===== src/rtl/axi_wr_txn_monitor.sv =====
// axi_wr_txn_monitor: passive AXI4 write-path watchdog with per-phase cycle budgets and a latched fault record
// Ports: clk_i/rst_ni (async, active-low); enable_i/clear_i control; aw_*/w_*/b_* channel taps;
//   aw_valid_o/aw_ready_o gated AW handshake; budget_w_i/budget_b_i phase budgets (0 = off);
//   full_o/outstanding_o tracker status; irq_o/reset_req_o/fault_code_o/fault_id_o/fault_addr_o fault record.
module axi_wr_txn_monitor #(
  parameter int IdWidth = 4,
  parameter int AddrWidth = 32,
  parameter int MaxTxns = 8,
  parameter int CntWidth = 16,
  parameter bit BlockWhenFull = 1'b1
) (
  input  logic                         clk_i,
  input  logic                         rst_ni,
  input  logic                         enable_i,
  input  logic                         aw_valid_i,
  input  logic                         aw_ready_i,
  input  logic [IdWidth-1:0]           aw_id_i,
  input  logic [AddrWidth-1:0]         aw_addr_i,
  input  logic [7:0]                   aw_len_i,
  output logic                         aw_valid_o,
  output logic                         aw_ready_o,
  input  logic                         w_valid_i,
  input  logic                         w_ready_i,
  input  logic                         w_last_i,
  input  logic                         b_valid_i,
  input  logic                         b_ready_i,
  input  logic [IdWidth-1:0]           b_id_i,
  input  logic [CntWidth-1:0]          budget_w_i,
  input  logic [CntWidth-1:0]          budget_b_i,
  input  logic                         clear_i,
  output logic                         full_o,
  output logic [$clog2(MaxTxns+1)-1:0] outstanding_o,
  output logic                         irq_o,
  output logic                         reset_req_o,
  output logic [1:0]                   fault_code_o,
  output logic [IdWidth-1:0]           fault_id_o,
  output logic [AddrWidth-1:0]         fault_addr_o
);
  localparam int IW = $clog2(MaxTxns);
  localparam int OW = $clog2(MaxTxns + 1);
  localparam int LW = CntWidth + 8;
  typedef enum logic [1:0] {FREE, W_DATA, B_WAIT} slot_e;
  slot_e                st_q [MaxTxns], st_d [MaxTxns];
  logic [IdWidth-1:0]   id_q [MaxTxns], id_d [MaxTxns];
  logic [AddrWidth-1:0] addr_q [MaxTxns], addr_d [MaxTxns];
  logic [7:0]           len_q [MaxTxns], len_d [MaxTxns];
  logic [CntWidth-1:0]  cnt_q [MaxTxns], cnt_d [MaxTxns];
  logic [IW-1:0]        fifo_q [MaxTxns], fifo_d [MaxTxns];
  logic [IW-1:0]        rd_q, rd_d, wr_q, wr_d;
  logic [OW-1:0]        fcnt_q, fcnt_d;
  logic                 irq_q, irq_d;
  logic [1:0]           code_q, code_d;
  logic [IdWidth-1:0]   fid_q, fid_d;
  logic [AddrWidth-1:0] faddr_q, faddr_d;
  logic                 aw_hs, w_hs, b_hs, alloc_ok, b_hit, head_live, w_done, push, pop, f_any;
  logic [IW-1:0]        alloc_idx, b_idx, head;
  logic [MaxTxns-1:0]   to;
  logic [1:0]           f_code;
  logic [IdWidth-1:0]   f_id;
  logic [AddrWidth-1:0] f_addr;
  function automatic logic [IW-1:0] nxt(input logic [IW-1:0] p);
    return p == IW'(MaxTxns - 1) ? '0 : p + 1'b1;
  endfunction
  always_comb begin
    outstanding_o = '0;
    for (int i = 0; i < MaxTxns; i++) outstanding_o = outstanding_o + OW'(st_q[i] != FREE);
    full_o = outstanding_o == OW'(MaxTxns);
  end
  assign aw_valid_o = aw_valid_i && !(BlockWhenFull && full_o);
  assign aw_ready_o = aw_ready_i && !(BlockWhenFull && full_o);
  // a slot times out once its counter has reached the limit, i.e. it would exceed it at this edge
  always_comb begin
    to = '0;
    for (int i = 0; i < MaxTxns; i++)
      to[i] = (st_q[i] == W_DATA && budget_w_i != '0 &&
               LW'(cnt_q[i]) >= LW'(budget_w_i) * (LW'(len_q[i]) + LW'(1))) ||
              (st_q[i] == B_WAIT && budget_b_i != '0 && cnt_q[i] >= budget_b_i);
  end
  always_comb begin
    aw_hs = aw_valid_o && aw_ready_i;
    w_hs = w_valid_i && w_ready_i;
    b_hs = b_valid_i && b_ready_i;
    alloc_ok = 1'b0;
    alloc_idx = '0;
    for (int i = MaxTxns - 1; i >= 0; i--)
      if (st_q[i] == FREE) begin
        alloc_ok = 1'b1;
        alloc_idx = IW'(i);
      end
    b_hit = 1'b0;
    b_idx = '0;
    for (int i = 0; i < MaxTxns; i++)
      if (st_q[i] == B_WAIT && id_q[i] == b_id_i && (!b_hit || cnt_q[i] > cnt_q[b_idx])) begin
        b_hit = 1'b1;
        b_idx = IW'(i);
      end
    head = fifo_q[rd_q];
    head_live = fcnt_q != '0 && st_q[head] == W_DATA;
    w_done = w_hs && w_last_i && head_live;
    push = aw_hs && alloc_ok;
    // entries of slots that timed out in W_DATA are dropped when they reach the head
    pop = fcnt_q != '0 && (!head_live || w_done);
    st_d = st_q;
    id_d = id_q;
    addr_d = addr_q;
    len_d = len_q;
    fifo_d = fifo_q;
    for (int i = 0; i < MaxTxns; i++) begin
      cnt_d[i] = st_q[i] == FREE ? '0 : cnt_q[i] + CntWidth'(~&cnt_q[i]);
      if (b_hs && b_hit && b_idx == IW'(i)) st_d[i] = FREE;
      if (w_done && head == IW'(i)) begin
        st_d[i] = B_WAIT;
        cnt_d[i] = '0;
      end
      if (to[i]) st_d[i] = FREE;
    end
    wr_d = wr_q;
    if (push) begin
      st_d[alloc_idx] = W_DATA;
      id_d[alloc_idx] = aw_id_i;
      addr_d[alloc_idx] = aw_addr_i;
      len_d[alloc_idx] = aw_len_i;
      cnt_d[alloc_idx] = '0;
      fifo_d[wr_q] = alloc_idx;
      wr_d = nxt(wr_q);
    end
    rd_d = pop ? nxt(rd_q) : rd_q;
    fcnt_d = fcnt_q + OW'(push) - OW'(pop);
    f_any = to != '0 || (b_hs && !b_hit) || (!BlockWhenFull && aw_hs && full_o);
    f_code = 2'd3;
    f_id = b_hs && !b_hit ? b_id_i : aw_id_i;
    f_addr = b_hs && !b_hit ? '0 : aw_addr_i;
    for (int i = MaxTxns - 1; i >= 0; i--)
      if (to[i]) begin
        f_code = st_q[i] == W_DATA ? 2'd1 : 2'd2;
        f_id = id_q[i];
        f_addr = addr_q[i];
      end
    irq_d = irq_q;
    code_d = code_q;
    fid_d = fid_q;
    faddr_d = faddr_q;
    if (!irq_q && f_any && enable_i) begin
      irq_d = 1'b1;
      code_d = f_code;
      fid_d = f_id;
      faddr_d = f_addr;
    end
    if (clear_i || !enable_i) begin
      st_d = '{default: FREE};
      cnt_d = '{default: '0};
      rd_d = '0;
      wr_d = '0;
      fcnt_d = '0;
    end
    if (clear_i) begin
      irq_d = 1'b0;
      code_d = '0;
      fid_d = '0;
      faddr_d = '0;
    end
  end
  always_ff @(posedge clk_i or negedge rst_ni)
    if (!rst_ni) begin
      st_q <= '{default: FREE};
      id_q <= '{default: '0};
      addr_q <= '{default: '0};
      len_q <= '{default: '0};
      cnt_q <= '{default: '0};
      fifo_q <= '{default: '0};
      rd_q <= '0;
      wr_q <= '0;
      fcnt_q <= '0;
      irq_q <= 1'b0;
      code_q <= '0;
      fid_q <= '0;
      faddr_q <= '0;
    end else begin
      st_q <= st_d;
      id_q <= id_d;
      addr_q <= addr_d;
      len_q <= len_d;
      cnt_q <= cnt_d;
      fifo_q <= fifo_d;
      rd_q <= rd_d;
      wr_q <= wr_d;
      fcnt_q <= fcnt_d;
      irq_q <= irq_d;
      code_q <= code_d;
      fid_q <= fid_d;
      faddr_q <= faddr_d;
    end
  assign irq_o = irq_q;
  assign reset_req_o = irq_q;
  assign fault_code_o = code_q;
  assign fault_id_o = fid_q;
  assign fault_addr_o = faddr_q;
endmodule


===== config.mk =====
export PLATFORM = sky130hd
export DESIGN_NAME = axi_wr_txn_monitor
export DESIGN_NICKNAME = d
export VERILOG_FILES = /design/src/rtl/axi_wr_txn_monitor.sv
export SDC_FILE = /design/constraint.sdc
export NUM_CORES = 2
export LEC_CHECK = 0
export ABC_AREA = 1
export ABC_CLOCK_PERIOD_IN_PS = 12800
export BUFFER_PORTS_ARGS = -buffer_cell sky130_fd_sc_hd__buf_2
export CORE_UTILIZATION = 50
export CTS_CLUSTER_DIAMETER = 120
export CTS_CLUSTER_SIZE = 40
export DETAILED_ROUTE_END_ITERATION = 6
export HOLD_SLACK_MARGIN = 0.06
export PLACE_DENSITY_LB_ADDON = 0.3
export REMOVE_ABC_BUFFERS = 1
export SLEW_MARGIN = 20
export SYNTH_ARGS = -nofsm -noshare
export SYNTH_HDL_FRONTEND = slang
export SYNTH_SLANG_ARGS = --single-unit

===== constraint.sdc =====
create_clock -name clk_i -period 12.8 [get_ports clk_i]
set_clock_uncertainty 0.2 [all_clocks]
set_input_delay 1.92 -clock clk_i [delete_from_list [all_inputs] [get_ports clk_i]]
set_output_delay 1.92 -clock clk_i [all_outputs]
set_load 0.02 [all_outputs]

[Word-level counts from Yosys, hierarchy flattened]
Cells that the tools add are included.
Cells by class
  reduce and logical (&&, ||, !) cells: 150
  add/sub/neg operators: 27
  multiplexer cells: 164
  eq/ne operators: 42
  bitwise gates (word level): 15
  $mul: 8
  $lt $le $gt $ge: 35
Operators with widths (count)
  16-bit two-way mux: 31
  32-bit two-way mux: 12
  16-bit binary-select mux with 3-bit select: 6
  256-bit bitwise mux: 1
  128-bit two-way mux: 2
  16-bit by 24-bit >= comparator with 1-bit output: 8
  16-bit by 9-bit multiplier with 24-bit output: 8
  16-bit by 1-bit adder with 16-bit output: 8
  128-bit bitwise AND: 1
  16-bit >= comparator: 8
  128-bit NOT: 1
  16-bit AND reduction: 8
  16-bit greater-than comparator: 7
  32-bit demux with 3-bit select: 1
  2-bit two-way mux: 45
  1-bit logical AND: 79
  8-bit by 1-bit adder with 9-bit output, second input constant: 8
  3-bit two-way mux: 23
  64-bit bitwise mux: 1
  4-bit two-way mux: 13
  16-bit demux with 3-bit select: 1
  4-bit >= comparator, second input constant: 10
  3-bit NOT with 4-bit output: 10
  32-bit bitwise mux: 1
  other kinds (34): 148
Word-level totals
  logic and storage cells: 496
  bits in registers: 569

[Longest topological paths before layout]
  depth after elaboration: 68
  gate-level depth with buffers: 110
  mapped depth without buffers: 104

[Worst setup path after synthesis]
No wires, ideal clock.
  path kind: input-to-reg
  start point: input b_id_i[2]
  end point: register st_q[13] in the netlist's numbering
  setup time: 0.132 ns
  setup slack: -2.144 ns
  arrival time: 14.612 ns
  cell stages on the path: 98
  path buffers: 10
  path through: buf_2 xnor2_1 nand4_1 nor3_1 a21boi_1 clkinv_1 clkbuf_1 o21ai_0 inv_1 ha_1 inv_1 o21bai_1 a21oi_1 o221ai_1 nand2_1 a22o_1 nand2_1 nand2_1 [62 not listed] buf_2 buf_2 nand3_1 o21a_1 ha_1 a21o_1 a31oi_1 o221ai_1 nand2_1 a32oi_1 o21bai_1 nand2_1 nor2_1 inv_1 nor3_1 o21ai_0 nand2_1 nor2_1
RTL lines
  from (decl): line 27  | input logic [IdWidth-1:0] b_id_i,
  to (signal assigned): line 179  | st_q <= st_d;
  to (decl): line 43  | slot_e st_q [MaxTxns], st_d [MaxTxns];

==> impl_metrics.toml <==
[synth]
synth_top_area_cell = "fa_1"
synth_area_um2 = 73790
ys_warn_count = 0
yosysMostFrequentCell = "nand2_1"
async_flop_share_pct = 100.0
synthDistinctLibCells = 71
ys_seq_area_share_pct = 19.30
ys_ff_latch = 569
synth_area_leaders = "fa_1, dfrtp_1, ha_1"
synth_top_area_share_pct = 21.40
synth_cells = 9934
synth_area_per_cell_um2 = 7.428
synthTopCellsByCount = "nand2_1, inv_1, nor2_1, o21ai_0, fa_1"
synth_edf_count = 0
ys.flop_type = "dfrtp_1"

[worst_setup_path]
cp_max_fo = 8
crit_required_ns = 13.14
start_kind = "primary input"
cp-end-kind = "flip-flop"
cp_common_cell = "buf_4"
cp_top_family = "buffers and inverters"
cp_slowest_stage_delay_ns = 0.33
critPathBufInv = 51
critPathKind = "in2reg"
crit_arrival_ns = 14.50
crit_slowest_cell = "a21boi_4"

[pwr]
powerDensity_nw_per_um2 = 94.25
max-vdd-ir-drop_v = 0.0001991
cellLeakagePower_uw = 0.04270

[global_route]
grt_max_degree = 165
grt_pass1_wl_um = 423400
antenna_found_initial = 10
gr-total-overflow = 0
grt_pass1_vias = 69967
grtUsageTotal_pct = 37.92

[cts]
cts_buffer_depth = 3
clkSinkCount = 569
htree_levels = 1
cts_root_buffer = "clkbuf_16"
cts_tree = "done"
cts_buffers = 25
clk_latency_ns = 0.72
clk_pin_slew_ns = 0.14

[flow_run]
max-cap-violations = 0

[layout]
final_area_um2 = 81950
drive_gt1_share_pct = 9.400
nFillCells = 13871
layout.nets = 11882
syn_to_final_growth_pct = 11.05

[die]
die-area_um2 = 149100
die_w_um = 386.2
pin_count = 138
core_um2 = 146100
placementRows = 140
die_h_um = 386.2
initial_utilization_pct = 50.51

[sta]
rsz0062_at_grt = "yes"
worst_slew_pin_slew_ns = 1.180
finalSetupViolCount = 8
hold_viol_final = 0
setup_ws_ns = -1.352
fin_crit_sh_pct = 110.6
clock.fmax_mhz = 70.66
min_period_ns = 14.15
drv_slew = 0
timing.slew.headroom_pct = 20.87

[hold_path]
holdCritPathClass = "reg2reg"

[routing]
drc = 0
wl_um = 281900
drt_iter0_markers = 6133
vias = 70072
firstDrtPassIters = 6
ant_nets = 0
wl_per_cell_um = 23.13
via_per_inst = 5.750

[place]
dp_hpwl_um = 212800
routabilityCongestion = 1.047
io_buffers = 137
pre_cts_slack_ns = -3.352
placedInstanceArea_um2 = 78810

[status]
outcome = "finished, violations left"
violations = "negative setup slack"
==> kinds of logic after synthesis <==
group | count (synthesis) | share of synthesized area (%)
AND/OR/NAND/NOR | 3976 | 21.69
buffers and inverters | 1959 | 10.17
flip-flops | 569 | 19.30
XOR/XNOR | 208 | 2.469
adder cells (fa/ha/maj) | 1537 | 34.09
AO/OA/AOI/OAI | 1685 | 12.29
==> power by group <==
part	switching, µW	internal, µW
combinational	3050	1590
sequential	57.4	1870
clock	736	413
==> final timing paths <==
check | slack, ns | to | cells after the start | startpoint
setup / recovery | -1.35 | st_q[7]$_DFF_PN0_ | 99 | b_id_i[2]
min in group asynchronous | 1.03 | fault_addr_o[0]$_DFFE_PN0P_ | 1 | rst_ni
hold / removal | 0.30 | addr_q[63]$_DFFE_PN0P_ | 2 | addr_q[63]$_DFFE_PN0P_
setup reg to reg | -1.08 | st_q[7]$_DFF_PN0_ | 103 | cnt_q[111]$_DFF_PN0_
hold reg to reg | 0.30 | addr_q[63]$_DFFE_PN0P_ | 2 | addr_q[63]$_DFFE_PN0P_
max in group asynchronous | 9.74 | fifo_q[0]$_DFFE_PN0P_ | 2 | rst_ni
==> registers in the layout, indices dropped and copies added, names as in the netlist, 4 cells and up <==
name and cells:
id_q 32, cnt_q 128, addr_q 256, fault_id_o 4, fifo_q 24, fcnt_q 4
len_q 64, st_q 16, fault_addr_o 32
==> timing repair <==
action / in CTS / in global routing
hold buffers: 0 / 0
setup endpoints to repair: 8 / 8
gates cloned: 7 / 4
gates resized for setup: 187 / 154
pin swaps: 88 / 103
endpoints found under the hold margin: 0 / 0
setup buffers: 82 / 26
==> layout by cell type (no fill, tap or decap), types with 18 or more instances in the layout <==
| master | count |
|---|---|
| a21o_1 | 59 |
| a21oi_1 | 551 |
| a21oi_2 | 30 |
| a31oi_1 | 18 |
| buf_12 | 25 |
| buf_2 | 134 |
| buf_4 | 491 |
| buf_6 | 24 |
| clkbuf_16 | 28 |
| dfrtp_1 | 569 |
| fa_1 | 789 |
| ha_1 | 730 |
| inv_1 | 1517 |
| inv_2 | 20 |
| nand2_1 | 2379 |
| nand2_2 | 21 |
| nand3_1 | 249 |
| nand4_1 | 120 |
| nor2_1 | 970 |
| nor3_1 | 106 |
| nor4_1 | 19 |
| o211ai_1 | 25 |
| o21a_1 | 19 |
| o21ai_0 | 736 |
| o21ai_1 | 100 |
| o21ai_2 | 27 |
| xnor2_1 | 88 |
| xor2_1 | 118 |
==> final cells by class <==
type                       count  area (µm²)  share of cell area [%]
multi-input combinational   7408       53050                   64.74
sequential                   569       14240                   17.38
inverter                    1563        5911                   7.213
timing repair buffer         686        5363                   6.544
tap                         1917        2399                   2.927
clock buffer                  26       639.4                  0.7802
clock inverter                13       327.8                  0.4000
antenna                        4       10.01                 0.01221
timing repair inverter         1       6.256                0.007634
==> per-layer routing <==
layer  routed length (µm)  track usage (%)  vias to the layer above
met2               127600            61.20                     3090
met1               109400            47.44                    34209
met5                   35                0                        -
met3                25010            7.442                      780
li1                     -                -                    31987
met4                19890            21.70                        6
==> per-stage QoR <==
step           TNS, ns  std cells  total power (µW)  hold WS [ns]  util (%)
2_1_floorplan   -28.77       9538              5072        0.2478         -
3_3_place_gp    -23.78      12029              6408        0.2603     53.95
3_5_place_dp    -25.32      12029              6513        0.2595     53.95
4_1_cts         -9.736      12157              7693        0.2997     55.54
5_1_grt         -15.85      12184              8333        0.3212     56.09
6_report        -10.21      12187              7724        0.2965     56.09
==> worst min-delay path: cells and delay by family, from the launching register on <==
kind	cells	cell delay (ns)
flip-flops	1	0.37
AND/OR/NAND/NOR	1	0.05
AO/OA/AOI/OAI	1	0.06
Power figures use the tool's default switching activity.
